**config.mk**
```make
export PLATFORM = sky130hd
export DESIGN_NAME = hex_scan_display_flat
export DESIGN_NICKNAME = d
export VERILOG_FILES = /design/src/rtl/hex_scan_display_if.sv /design/src/rtl/hex_scan_display.sv /design/src/flat_wrapper.sv
export SDC_FILE = /design/constraint.sdc
export NUM_CORES = 1
export LEC_CHECK = 0
export CAP_MARGIN = 20
export CORE_UTILIZATION = 60
export CTS_BUF_LIST = sky130_fd_sc_hd__clkbuf_16
export DETAILED_ROUTE_END_ITERATION = 10
export PLACE_DENSITY = 0.85
export SETUP_SLACK_MARGIN = 0.5
export SLEW_MARGIN = 0
export SYNTH_ARGS = -nofsm -noshare
export SYNTH_HDL_FRONTEND = slang
export SYNTH_SLANG_ARGS = --single-unit
```
**constraint.sdc**
```tcl
create_clock -name clk -period 6.5 [get_ports clk]
set_input_delay 1.3 -clock clk [delete_from_list [all_inputs] [get_ports clk]]
set_output_delay 1.3 -clock clk [all_outputs]
set_load 0.05 [all_outputs]
```
**src/rtl/hex_scan_display_if.sv**
```systemverilog
// Display-side bus of hex_scan_display: value/control in, segment/anode/frame out.
interface hex_scan_display_if #(
    parameter int unsigned DIGITS = 4
);
    logic [4*DIGITS-1:0] VALUE;
    logic                LOAD;
    logic                BLANK_LZ;
    logic [DIGITS-1:0]   BLINK_EN;
    logic [6:0]          SEG;
    logic [DIGITS-1:0]   AN;
    logic                FRAME;

    modport master (
        output VALUE, LOAD, BLANK_LZ, BLINK_EN,
        input  SEG, AN, FRAME
    );

    modport slave (
        input  VALUE, LOAD, BLANK_LZ, BLINK_EN,
        output SEG, AN, FRAME
    );
endinterface

```
**src/rtl/hex_scan_display.sv**
```systemverilog
// Time-multiplexed seven-segment driver: shadowed hex value, prescaled digit scan,
// leading-zero suppression and per-digit blinking with registered SEG/AN/FRAME.
module hex_scan_display #(
    parameter int unsigned DIGITS    = 4,
    parameter int unsigned PRESCALE  = 1000,
    parameter int unsigned BLINK_DIV = 64
) (
    input  logic              clk,
    input  logic              rst,
    hex_scan_display_if.slave bus
);
    localparam int unsigned VW = 4 * DIGITS;
    localparam int unsigned PW = (PRESCALE  > 1) ? $clog2(PRESCALE)  : 1;
    localparam int unsigned IW = (DIGITS    > 1) ? $clog2(DIGITS)    : 1;
    localparam int unsigned BW = (BLINK_DIV > 1) ? $clog2(BLINK_DIV) : 1;

    logic [PW-1:0]     pcnt_q, pcnt_d;
    logic [IW-1:0]     idx_q, idx_d;
    logic [VW-1:0]     pend_q, pend_d;
    logic              flag_q, flag_d;
    logic [VW-1:0]     disp_q, disp_d;
    logic [BW-1:0]     bcnt_q, bcnt_d;
    logic              phase_q, phase_d;
    logic              wrap_q, wrap_d;
    logic [6:0]        seg_q, seg_d;
    logic [DIGITS-1:0] an_q, an_d;
    logic              frame_q, frame_d;

    logic              slot_end;
    logic              wrap;
    logic [3:0]        nib;
    logic              hi_zero;
    logic              suppress;
    logic              blink_off;
    logic [DIGITS-1:0] onehot;

    function automatic logic [6:0] seg_code(input logic [3:0] n);
        logic [6:0] s;
        case (n)
            4'h0:    s = 7'b1110111;
            4'h1:    s = 7'b0100100;
            4'h2:    s = 7'b1011101;
            4'h3:    s = 7'b1101101;
            4'h4:    s = 7'b0101110;
            4'h5:    s = 7'b1101011;
            4'h6:    s = 7'b1111011;
            4'h7:    s = 7'b0100101;
            4'h8:    s = 7'b1111111;
            4'h9:    s = 7'b1101111;
            4'hA:    s = 7'b0111111;
            4'hB:    s = 7'b1111010;
            4'hC:    s = 7'b1010011;
            4'hD:    s = 7'b1111100;
            4'hE:    s = 7'b1011011;
            default: s = 7'b0011011;
        endcase
        return s;
    endfunction

    // State register
    always_ff @(posedge clk or posedge rst) begin
        if (rst) begin
            pcnt_q  <= '0;
            idx_q   <= '0;
            pend_q  <= '0;
            flag_q  <= 1'b0;
            disp_q  <= '0;
            bcnt_q  <= '0;
            phase_q <= 1'b0;
            wrap_q  <= 1'b0;
            seg_q   <= '0;
            an_q    <= '0;
            frame_q <= 1'b0;
        end else begin
            pcnt_q  <= pcnt_d;
            idx_q   <= idx_d;
            pend_q  <= pend_d;
            flag_q  <= flag_d;
            disp_q  <= disp_d;
            bcnt_q  <= bcnt_d;
            phase_q <= phase_d;
            wrap_q  <= wrap_d;
            seg_q   <= seg_d;
            an_q    <= an_d;
            frame_q <= frame_d;
        end
    end

    // Scan timing, value shadowing and blink phase
    always_comb begin
        pcnt_d   = pcnt_q;
        idx_d    = idx_q;
        pend_d   = pend_q;
        flag_d   = flag_q;
        disp_d   = disp_q;
        bcnt_d   = bcnt_q;
        phase_d  = phase_q;
        slot_end = (pcnt_q == PW'(PRESCALE - 1));
        wrap     = slot_end && (idx_q == IW'(DIGITS - 1));
        wrap_d   = wrap;

        if (slot_end) begin
            pcnt_d = '0;
            idx_d  = wrap ? '0 : idx_q + IW'(1);
        end else begin
            pcnt_d = pcnt_q + PW'(1);
        end

        if (bus.LOAD) begin
            pend_d = bus.VALUE;
            flag_d = 1'b1;
        end

        // Display only changes at the frame boundary; a LOAD in that cycle wins outright.
        if (wrap) begin
            if (bus.LOAD) begin
                disp_d = bus.VALUE;
            end else if (flag_q) begin
                disp_d = pend_q;
            end
            flag_d = 1'b0;
            if (bcnt_q == BW'(BLINK_DIV - 1)) begin
                bcnt_d  = '0;
                phase_d = ~phase_q;
            end else begin
                bcnt_d = bcnt_q + BW'(1);
            end
        end
    end

    // Output decode for the digit currently addressed by idx
    always_comb begin
        nib       = 4'h0;
        hi_zero   = 1'b1;
        suppress  = 1'b0;
        blink_off = 1'b0;
        onehot    = '0;
        for (int k = int'(DIGITS) - 1; k >= 0; k--) begin
            hi_zero = hi_zero && (disp_q[4*k +: 4] == 4'h0);
            if (IW'(k) == idx_q) begin
                nib       = disp_q[4*k +: 4];
                suppress  = bus.BLANK_LZ && hi_zero && (k != 0);
                blink_off = bus.BLINK_EN[k] && phase_q;
                onehot[k] = 1'b1;
            end
        end
        seg_d   = (suppress || blink_off) ? 7'b0000000 : seg_code(nib);
        an_d    = (suppress || blink_off) ? '0 : onehot;
        frame_d = wrap_q;
    end

    assign bus.SEG   = seg_q;
    assign bus.AN    = an_q;
    assign bus.FRAME = frame_q;

endmodule

```
**src/flat_wrapper.sv**
```systemverilog
// flat-port wrapper written by rule: the top's interface ports become plain ports
module hex_scan_display_flat 
#(
    parameter int unsigned DIGITS    = 4,
    parameter int unsigned PRESCALE  = 1000,
    parameter int unsigned BLINK_DIV = 64
)
  (clk, rst, bus_VALUE, bus_LOAD, bus_BLANK_LZ, bus_BLINK_EN, bus_SEG, bus_AN, bus_FRAME);
  hex_scan_display_if #(.DIGITS(DIGITS)) bus_i ();
  input  logic clk;
  input  logic rst;
  input wire logic [$bits(bus_i.VALUE)-1:0] bus_VALUE;
  input wire logic [$bits(bus_i.LOAD)-1:0] bus_LOAD;
  input wire logic [$bits(bus_i.BLANK_LZ)-1:0] bus_BLANK_LZ;
  input wire logic [$bits(bus_i.BLINK_EN)-1:0] bus_BLINK_EN;
  output wire logic [$bits(bus_i.SEG)-1:0] bus_SEG;
  output wire logic [$bits(bus_i.AN)-1:0] bus_AN;
  output wire logic [$bits(bus_i.FRAME)-1:0] bus_FRAME;
  assign bus_i.VALUE = bus_VALUE;
  assign bus_i.LOAD = bus_LOAD;
  assign bus_i.BLANK_LZ = bus_BLANK_LZ;
  assign bus_i.BLINK_EN = bus_BLINK_EN;
  assign bus_SEG = bus_i.SEG;
  assign bus_AN = bus_i.AN;
  assign bus_FRAME = bus_i.FRAME;
  hex_scan_display #(.DIGITS(DIGITS), .PRESCALE(PRESCALE), .BLINK_DIV(BLINK_DIV)) u_core (.clk(clk), .rst(rst), .bus(bus_i));
endmodule
```
==> summary.txt, run 1 <==
CTS
  – Hold Buf Count CTS: 0
  – Post-CTS setup buffers: 0
  – CTS root buf: clkbuf_16
  – CTS tree: yes
  – Post_cts resized: 0
  – TritonCTS Buffers: 9
  – Max Root-Sink Buffers: 2
  – Clock Latency Late Sink: 330 ps
  – Reg clk slew, reported paths: 60 ps
  – Sinks on Clock Net: 65
  – H-Tree Depth: 3

Global route
  – Overflow after GRT: 0
  – Global-route wire length before repair: 9630 um
  – Met3 Use GR: 5.35%
  – GRT Util Overall: 24.1%
  – GR peak layer: met2
  – Grt met1 use: 30.1%
  – Met2 GRT Util: 38.6%
  – Vias in the first global route: 2148
  – Largest net degree at the start of global routing: 66
  – Initial antenna violation count: 0

Critical path
  – Crit-path leading delay family: buffers and inverters
  – Crit path launch: bus_LOAD
  – CP endpoint kind: register
  – Worst path arrival time: 3240 ps
  – Startpoint types: input pin
  – Crit-path max FO: 17
  – Crit path to: u_core.disp_q[11]
  – Reg-to-reg critical path endpoint: u_core.bus.SEG[2]
  – Slowest cell on crit path: clkdlybuf4s50_1
  – CP Data Required Time: 6710 ps
  – Crit Path Class: in -> reg
  – Worst path cell trace: clkdlybuf4s50_1 > nor2_1 > nor2_8 > mux2_2
  – R2R Setup Slk: 3820 ps
  – Max incr delay on CP: 960 ps
  – Buf+Inv Stages, Crit Path: 1
  – Stages on the worst setup path: 4
  – Worst r2r src: u_core.idx_q[0]
  – R2R depth: 7

Hold path
  – Min-Delay Path Class: reg -> reg

Place
  – Worst slack, placed: 3120 ps
  – PortBufs: 35
  – DP Area: 3440 um2
  – Hpwl dp: 3710 um
  – Inst Count DP: 347
  – Routability cong.: 0.822

Detailed routing
  – Routed Antenna Nets: 0
  – Drt total wl: 5690 um
  – Vias per cell: 5.64
  – DRC viols: 0
  – Via Count: 2049
  – First-pass DRT Iterations: 4
  – Routed wire per std cell: 15.7 um
  – Initial drt markers: 132

Timing
  – Worst Clk Skew: 6.67 ps
  – Relative slew margins: 46.8%
  – Worst Tran Pin Value: 798 ps
  – Max Fclk: 330 MHz
  – Final Hold Viols: 0
  – RSZ-0062 raised after global routing: no
  – Final min period: 3030 ps
  – Final WS setup: 3470 ps
  – Final setup violation count: 0
  – Hold slack: 362 ps
  – Post-route setup TNS: 0 ps
  – Final slew viol count: 0
  – Period utilization: 46.6%

Synthesis
  – Ys flop type: dfrtp_1
  – Post-synth cell types: 45
  – Post-Synthesis Cell Area: 3080 um2
  – Syn. warnings: 0
  – Syn avg cell area: 12.1 um2
  – Post-synth top area cell: dfrtp_1
  – Synthesis-stage register bit count: 65
  – Post-synth EDFFs: 0
  – Syn Nets: 290
  – Post-synth ARST share: 100%
  – Synth top area share: 52.8%
  – Leading post-synthesis cells by cell area: dfrtp_1 (53%), mux2_2 (8.4%), ha_1 (4.9%)
  – Seq/Total Area, Yosys: 52.8%
  – Post-Syn Instances: 254

Cells and area
  – Final Non-Filler Cells: 363
  – # nets final: 327
  – Filler cells: 317
  – Register Area: 1630 um2
  – Area Growth Syn to Fin: 21.5%
  – Finished Cell Area: 3740 um2
  – Fraction of layout instances using a drive strength above 1: 17.2%
  – Utilization after layout: 77.6%
  – Area of the multi-input gates: 1320 um2
  – Antenna Cells: 0

Flow run
  – Max_cap viols: 0

Floorplanning
  – Die Y: 73.6 um
  – Die area: 5420 um2
  – Initial Util: 63.9%
  – Rows: 25
  – Io pins: 36
  – Die X: 73.6 um
  – Core ar.: 4820 um2

Outcome
  – Outcome: completed

Pwr
  – Worst vdd ir: 0.211 mV
  – PwrDens: 260 nW/um2
  – Tot Pwr: 0.974 mW
  – Leak pwr: 1.67 nW
## cells in the mapped netlist, types with 3 or more instances
master     n
a211oi_1   9
a21oi_1    7
a221oi_2   4
buf_4      4
buf_6      3
dfrtp_1   65
ha_1      12
inv_1     15
mux2_1    10
mux2_2    23
nand2_1   10
nand3_1    7
nand3b_1   3
nor2_1    22
nor3_1     4
nor3b_1    4
nor4_1     3
o21ai_0    8
xnor2_1    6
xor2_1     3
## report_power, final
group | internal [mW] | total (mW) | switching [mW]
registers | 0.422 | 0.428 | 0.00647
clock network | 0.296 | 0.470 | 0.174
logic | 0.0359 | 0.0758 | 0.0398
total | 0.753 | 0.974 | 0.221
## registers in the layout, indices dropped and copies added, names as in the netlist
name	flops
u_core.disp_q	16
u_core.pend_q	16
u_core.pcnt_q	10
u_core.bus.SEG	7
u_core.bcnt_q	6
u_core.bus.AN	4
u_core.idx_q	2
u_core.bus.FRAME	1
u_core.flag_q	1
u_core.frame_d	1
u_core.phase_q	1
## cell usage in the layout (no fill, tap or decap), drive strengths merged, types with 4 or more instances in the layout
master,Yosys,routed
inv,16,17
ha,12,12
mux2,33,33
clkdlybuf4s50,0,35
a221oi,6,6
nand3,7,7
a21oi,7,7
dfrtp,65,65
nand3b,4,4
nor2,24,24
nor3,5,5
a211oi,9,9
o21ai,9,9
nor3b,4,4
clkbuf,2,9
nand2,11,11
xnor2,6,6
## final cells by class
cell class | count | share of cell area, %
inverters | 16 | 1.61
clock buffers | 9 | 6.02
flip-flops and latches | 65 | 43.5
repair buffers | 36 | 9.57
multi-input cells | 163 | 35.2
well taps | 67 | 2.24
clock inverters | 7 | 1.87
## metal layers
layer / up-vias / part of all wire [%]
met4: 0 / 2.2
met3: 15 / 3.9
li1: 980 / -
met2: 60 / 51
met5: - / 0
met1: 994 / 43
## cell families after synthesis
kind of cell / Yosys count / synth area share [%]
compound gates: 43 / 10.6
simple gates: 65 / 12.3
buf+inv: 26 / 4.43
mux: 34 / 12.4
fa+ha+maj: 12 / 4.88
xor+xnor: 9 / 2.56
flops: 65 / 52.8
## worst min path at each step
| stage | slack, ps | cells after the start | end | start |
|---|---|---|---|---|
| global route | 370 | 0 | u_core.bus.FRAME | u_core.frame_d |
| floorplan | 330 | 0 | u_core.bus.FRAME | u_core.frame_d |
| global placement | 340 | 0 | u_core.bus.FRAME | u_core.frame_d |
| detailed placement | 340 | 0 | u_core.bus.FRAME | u_core.frame_d |
| finish | 360 | 0 | u_core.bus.FRAME | u_core.frame_d |
| CTS | 360 | 0 | u_core.bus.FRAME | u_core.frame_d |
Note: power is estimated with default switching activity, not from simulation.
==> inputs of run 2 (changes only) <==
--- a/config.mk
+++ b/config.mk
@@ -6,10 +6,10 @@
 export NUM_CORES = 1
 export LEC_CHECK = 0
 export CAP_MARGIN = 20
-export CORE_UTILIZATION = 60
+export CORE_UTILIZATION = 55
 export CTS_BUF_LIST = sky130_fd_sc_hd__clkbuf_16
 export DETAILED_ROUTE_END_ITERATION = 10
-export PLACE_DENSITY = 0.85
+export PLACE_DENSITY = 0.79
 export SETUP_SLACK_MARGIN = 0.5
 export SLEW_MARGIN = 0
 export SYNTH_ARGS = -nofsm -noshare
==> constraint.sdc (replaced) <==
create_clock -name clk -period 3.1 [get_ports clk]
set_input_delay 0.62 -clock clk [delete_from_list [all_inputs] [get_ports clk]]
set_output_delay 0.62 -clock clk [all_outputs]
set_load 0.05 [all_outputs]
==> summary.txt, run 2 (synthesis results as in run 1) <==
Outcome
  – Outcome: completed (unchanged)

Cells and area
  – Antenna Cells: 0 (unchanged)
  – Area Growth Syn to Fin: 22.5% (was 21.5%)
  – Registers with the most flip-flops: u_core.disp_q x16, u_core.pend_q x16, u_core.pcnt_q x10 (unchanged)
  – Commonest non-fill, non-tap cell in the layout: dfrtp_1 (unchanged)
  – Fraction of layout instances using a drive strength above 1: 18.1% (was 17.2%)
  – Most frequent cells in the layout: dfrtp_1 (65), clkdlybuf4s50_1 (35), mux2_2 (23), nor2_1 (22), inv_1 (14) (unchanged)
  – # nets final: 331 (was 327)

Timing
  – Worst Clk Skew: 5.65 ps (was 6.67 ps)
  – Final min period: 2380 ps
  – Final slew viol count: 0 (unchanged)
  – Post-route setup TNS: 0 ps (unchanged)
  – Period utilization: 76.9%
  – Final setup violation count: 0 (unchanged)
  – Worst Tran Pin Value: 597 ps (was 798 ps)
  – Relative slew margins: 60.2% (was 46.8%)
  – RSZ-0062 raised after global routing: no (unchanged)
  – Max Fclk: 420 MHz
  – Final Hold Viols: 0 (unchanged)
  – Hold slack: 344 ps (was 362 ps)

Floorplanning
  – Die Y: 76.8 um (was 73.6 um)
  – Core ar.: 5240 um2 (was 4820 um2)
  – Rows: 26 (was 25)
  – Io pins: 36 (unchanged)
  – Die area: 5900 um2 (was 5420 um2)
  – Initial Util: 58.8% (was 63.9%)
  – Die X: 76.8 um (was 73.6 um)

Critical path
  – CP Data Required Time: 3300 ps (was 6710 ps)
  – Startpoint types: register (was input pin)
  – CP most frequent cell: inv_1
  – Crit Path Class: reg -> reg (was in -> reg)
  – Crit-path leading delay family: compound AO/OA/AOI/OAI gates (was buffers and inverters)
  – Max incr delay on CP: 390 ps (was 960 ps)
  – Slowest cell on crit path: dfrtp_1 (was clkdlybuf4s50_1)
  – Worst r2r src: u_core.idx_q[0] (unchanged)
  – Worst path arrival time: 2580 ps (was 3240 ps)
  – Buf+Inv Stages, Crit Path: 2 (was 1)
  – CP endpoint kind: register (unchanged)
  – Worst path cell trace: inv_1 > ha_2 > a211oi_1 > a221oi_2 > inv_1 > ha_1 > a221oi_1 (was clkdlybuf4s50_1 > nor2_1 > nor2_8 > mux2_2)
  – Crit-path max FO: 16 (was 17)
  – Crit path launch: u_core.idx_q[0] (was bus_LOAD)

Hold path
  – Worst Min Path Start: u_core.frame_d (unchanged)
  – Min-Delay Path Class: reg -> reg (unchanged)

Global route
  – Overflow after GRT: 0 (unchanged)
  – Largest net degree at the start of global routing: 39 (was 66)
  – Vias in the first global route: 2130 (was 2148)
  – Initial antenna violation count: 0 (unchanged)
  – Global-route wire length before repair: 9780 um (was 9630 um)
  – GRT Util Overall: 21.6% (was 24.1%)

Place
  – PortBufs: 35 (unchanged)
  – Routability cong.: 0.829 (was 0.822)
  – Hpwl dp: 3950 um (was 3710 um)

Detailed routing
  – Routed wire per std cell: 15.2 um (was 15.7 um)
  – DRC viols: 0 (unchanged)
  – Drt total wl: 5630 um (was 5690 um)
  – Vias per cell: 5.56 (was 5.64)
  – Via Count: 2051 (was 2049)
  – First-pass DRT Iterations: 4 (unchanged)
  – Initial drt markers: 127 (was 132)
  – Routed Antenna Nets: 0 (unchanged)

CTS
  – TritonCTS Buffers: 9 (unchanged)
  – Clock Latency Late Sink: 320 ps (was 330 ps)
  – H-Tree Depth: 3 (unchanged)
  – Hold Buf Count CTS: 0 (unchanged)
  – Reg clk slew, reported paths: 50 ps (was 60 ps)
  – Max Root-Sink Buffers: 2 (unchanged)
  – CTS root buf: clkbuf_16 (unchanged)
  – Sinks on Clock Net: 65 (unchanged)
  – CTS tree: yes (unchanged)

Pwr
  – PwrDens: 527 nW/um2 (was 260 nW/um2)
  – Worst vdd ir: 0.329 mV (was 0.211 mV)
  – Leak pwr: 1.70 nW (was 1.67 nW)

Flow run
  – Max_cap viols: 0 (unchanged)
## run 2: cell count changes in the layout (fill, tap and decap cells not counted)
cell        before  now
ha_2             0    2
inv_6            1    0
clkinv_2         0    1
clkinv_1         2    4
clkinv_4         1    0
ha_1            12   10
buf_12           0    1
clkinvlp_4       2    0
buf_4            1    4
## run 2: timing repair
action	in CTS	in global routing
endpoints found under the setup margin	0	7
resized for setup	0	2
setup buffers	0	3
## run 2: report_power, final
group	total (mW)	switching (mW)	internal, mW
sequential	0.900	0.0139	0.886
combinational	0.165	0.0852	0.0796
clock	0.924	0.321	0.603
total	1.99	0.420	1.57
## run 2: final timing paths
| check | endpoint | slack (ps) | cells past startpoint |
|---|---|---|---|
| max reg2reg | u_core.bus.SEG[2] | 720 | 7 |
| min reg2reg | u_core.bus.FRAME | 340 | 0 |
| min | u_core.bus.FRAME | 340 | 0 |
| max | u_core.bus.SEG[2] | 720 | 7 |
| max in group asynchronous | u_core.disp_q[4] | 1810 | 3 |
| min in group asynchronous | u_core.pcnt_q[8] | 690 | 2 |
## run 2: worst reg2reg max path: cells and delay by family (launching register included)
kind            cells  cell delay, ps
compound gates      3             840
fa+ha+maj           2             740
buf+inv             2             280
flops               1             390
## run 2: layout make-up
class                      count  area (um2)
clock inverter                 6        50.0
sequential                    65        1630
clock buffer                   9         225
multi-input combinational    163        1320
tap                           70        87.6
inverter                      16        60.1
timing repair buffer          40         400
fill                         385        1470
## run 2: layer usage
metal / track usage (%) / up-vias / wire length, um
met5: 0 / - / 0
met4: 9.42 / 0 / 93
met3: 4.64 / 9 / 173
met2: 37.1 / 32 / 2890
met1: 25.9 / 1025 / 2460
li1: - / 985 / -
## run 2: per-stage QoR
| step | area [um2] | utilization [%] | total power [mW] | setup WS, ps | instances |
|---|---|---|---|---|---|
| 3_5_place_dp | 3470 | 66.2 | 1.08 | 574 | 351 |
| 4_1_cts | 3740 | 71.5 | 2.01 | 501 | 366 |
| 2_1_floorplan | 3080 | - | 1.01 | 854 | 254 |
| 3_3_place_gp | 3470 | 66.2 | 1.07 | 677 | 351 |
| 5_1_grt | 3770 | 72.0 | 2.07 | 553 | 369 |
| 6_report | 3770 | 72.0 | 1.99 | 716 | 369 |
==> inputs of run 3 (changes only) <==
==> constraint.sdc (replaced) <==
create_clock -name clk -period 2.2 [get_ports clk]
set_input_delay 0.44 -clock clk [delete_from_list [all_inputs] [get_ports clk]]
set_output_delay 0.44 -clock clk [all_outputs]
set_load 0.05 [all_outputs]
==> summary.txt, run 3 (synthesis results as in run 1) <==
Cells and area
  – Utilization after layout: 88.4% (was 72.0%)
  – Commonest non-fill, non-tap cell in the layout: dfrtp_1 (unchanged)
  – Finished Cell Area: 4630 um2 (was 3770 um2)
  – Fraction of layout instances using a drive strength above 1: 45.9% (was 18.1%)
  – Antenna Cells: 0 (unchanged)
  – # nets final: 382 (was 331)
  – Filler cells: 221 (was 385)
  – Most frequent cells in the layout: dfrtp_1 (64), buf_4 (37), clkdlybuf4s50_1 (23), nor2_1 (17), mux2_4 (17) (was dfrtp_1 (65), clkdlybuf4s50_1 (35), mux2_2 (23), nor2_1 (22), inv_1 (14))
  – Area Growth Syn to Fin: 50.3% (was 22.5%)
  – Registers with the most flip-flops: u_core.disp_q x16, u_core.pend_q x16, u_core.pcnt_q x10 (unchanged)

Detailed routing
  – Drt total wl: 8670 um (was 5630 um)
  – Vias per cell: 5.90 (was 5.56)
  – Routed Antenna Nets: 0 (unchanged)
  – Initial drt markers: 169 (was 127)
  – First-pass DRT Iterations: 4 (unchanged)
  – DRC viols: 0 (unchanged)
  – Routed wire per std cell: 20.6 um (was 15.2 um)
  – Via Count: 2483 (was 2051)

Place
  – PortBufs: 35 (unchanged)
  – Worst slack, placed: -53.0 ps (was 574 ps)
  – DP Area: 3680 um2 (was 3470 um2)
  – Hpwl dp: 3880 um (was 3950 um)
  – Routability cong.: 0.812 (was 0.829)

Floorplanning
  – Die area: 5900 um2 (unchanged)
  – Die X: 76.8 um (unchanged)
  – Rows: 26 (unchanged)
  – Die Y: 76.8 um (unchanged)
  – Core ar.: 5240 um2 (unchanged)
  – Io pins: 36 (unchanged)
  – Initial Util: 58.8% (unchanged)

Hold path
  – WHS Path Cells: 0 (unchanged)
  – Min-Delay Path Class: reg -> reg (unchanged)

Pwr
  – PwrDens: 632 nW/um2 (was 527 nW/um2)
  – Psw: 0.677 mW (was 0.420 mW)
  – Leak pwr: 2.04 nW (was 1.70 nW)
  – P_int: 2.25 mW (was 1.57 mW)
  – Logic pwr share: 9.7% (was 8.3%)
  – Worst vdd ir: 0.561 mV (was 0.329 mV)
  – Clk pwr share: 46.8% (was 46.5%)
  – Sequential share of power: 43.4% (was 45.2%)
  – Sw Share: 23.1% (was 21.1%)

Critical path
  – Startpoint types: register (unchanged)
  – Worst path arrival time: 2480 ps (was 2580 ps)
  – Slowest cell on crit path: a221oi_4 (was dfrtp_1)
  – CP endpoint kind: register (unchanged)
  – Crit Path Class: reg -> reg (unchanged)
  – R2R depth: 9 (was 7)
  – Crit-path leading delay family: simple AND/OR/NAND/NOR gates (was compound AO/OA/AOI/OAI gates)
  – Buf+Inv Stages, Crit Path: 2 (unchanged)
  – Worst path cell trace: inv_2 > ha_4 > nand3b_1 > a221oi_4 > inv_2 > ha_4 > nor2_1 > a211oi_2 > nor3_1 (was inv_1 > ha_2 > a211oi_1 > a221oi_2 > inv_1 > ha_1 > a221oi_1)
  – Crit-path max FO: 6 (was 16)
  – Max incr delay on CP: 410 ps (was 390 ps)
  – Stages on the worst setup path: 9 (was 7)
  – CP Data Required Time: 2430 ps (was 3300 ps)

Timing
  – Relative slew margins: 65.5% (was 60.2%)
  – Final setup violation count: 1 (was 0)
  – Worst Tran Pin Value: 519 ps (was 597 ps)
  – RSZ-0062 raised after global routing: yes (was no)
  – Worst Clk Skew: 9.30 ps (was 5.65 ps)
  – Final WS setup: -44.1 ps (was 716 ps)
  – Final slew viol count: 0 (unchanged)
  – Final Hold Viols: 0 (unchanged)
  – Period utilization: 102% (was 76.9%)
  – Max Fclk: 446 MHz (was 420 MHz)
  – Final min period: 2240 ps (was 2380 ps)

Outcome
  – Outcome: finished with violations (was completed)
  – Failing checks: setup timing

Global route
  – Largest net degree at the start of global routing: 66 (was 39)
  – Initial antenna violation count: 0 (unchanged)
  – Overflow after GRT: 0 (unchanged)
  – Vias in the first global route: 2362 (was 2130)
  – Global-route wire length before repair: 11600 um (was 9780 um)
  – GRT Util Overall: 26.2% (was 21.6%)

CTS
  – CTS tree: yes (unchanged)
  – Max Root-Sink Buffers: 2 (unchanged)
  – TritonCTS Buffers: 9 (unchanged)
  – Hold Buf Count CTS: 0 (unchanged)
  – CTS root buf: clkbuf_16 (unchanged)
  – Clock Latency Late Sink: 330 ps (was 320 ps)
  – Sinks on Clock Net: 65 (unchanged)
  – H-Tree Depth: 3 (unchanged)
  – Reg clk slew, reported paths: 60 ps (was 50 ps)

Flow run
  – Max_cap viols: 0 (unchanged)
run 3: stage by stage:
step                      cells  power [mW]  hold slack (ps)  TNS (ps)
after global placement      357        1.53              338         0
after detailed placement    357        1.54              345     -75.1
final                       421        2.93              358     -44.1
after global routing        421        3.01              361      -375
after CTS                   399        2.89              358         0
after floorplan             254        1.44              331         0
run 3: power groups by stage:
stage,Clock (mW),Sequential [mW],Combinational (mW)
after CTS,1.37,1.27,0.254
after floorplan,0,1.32,0.119
final,1.37,1.27,0.285
after global placement,0,1.29,0.244
after detailed placement,0,1.29,0.249
after global routing,1.43,1.27,0.303
run 3: per-layer routing:
layer,wire length [um],track usage [%]
met1,3370,31.1
met2,4560,46.1
met3,442,3.81
met4,297,13.1
met5,0,0
run 3: area by class of cell:
| class | instances | area [um2] | share of cell area, % |
|---|---|---|---|
| sequential | 65 | 1630 | 35.2 |
| timing repair buffer | 90 | 880 | 19.0 |
| tap | 70 | 87.6 | 1.89 |
| clock buffer | 9 | 225 | 4.87 |
| inverter | 16 | 71.3 | 1.54 |
| multi-input combinational | 164 | 1670 | 36.2 |
| clock inverter | 7 | 62.6 | 1.35 |
run 3: final timing paths:
| check | end | slack, ps | startpoint |
|---|---|---|---|
| min in group asynchronous | u_core.frame_d | 550 | rst |
| setup reg to reg | u_core.bus.SEG[6] | -40 | u_core.idx_q[0] |
| hold reg to reg | u_core.bus.FRAME | 360 | u_core.frame_d |
| setup / recovery | u_core.bus.SEG[6] | -40 | u_core.idx_q[0] |
| hold / removal | u_core.bus.FRAME | 360 | u_core.frame_d |
| max in group asynchronous | u_core.idx_q[1] | 1360 | rst |
run 3: repair_timing:
item	in CTS	in global routing
setup endpoints to repair	41	33
gates cloned	1	2
pin swaps	9	19
gates resized for setup	36	48
buffers inserted	25	20
endpoints found under the hold margin	0	0
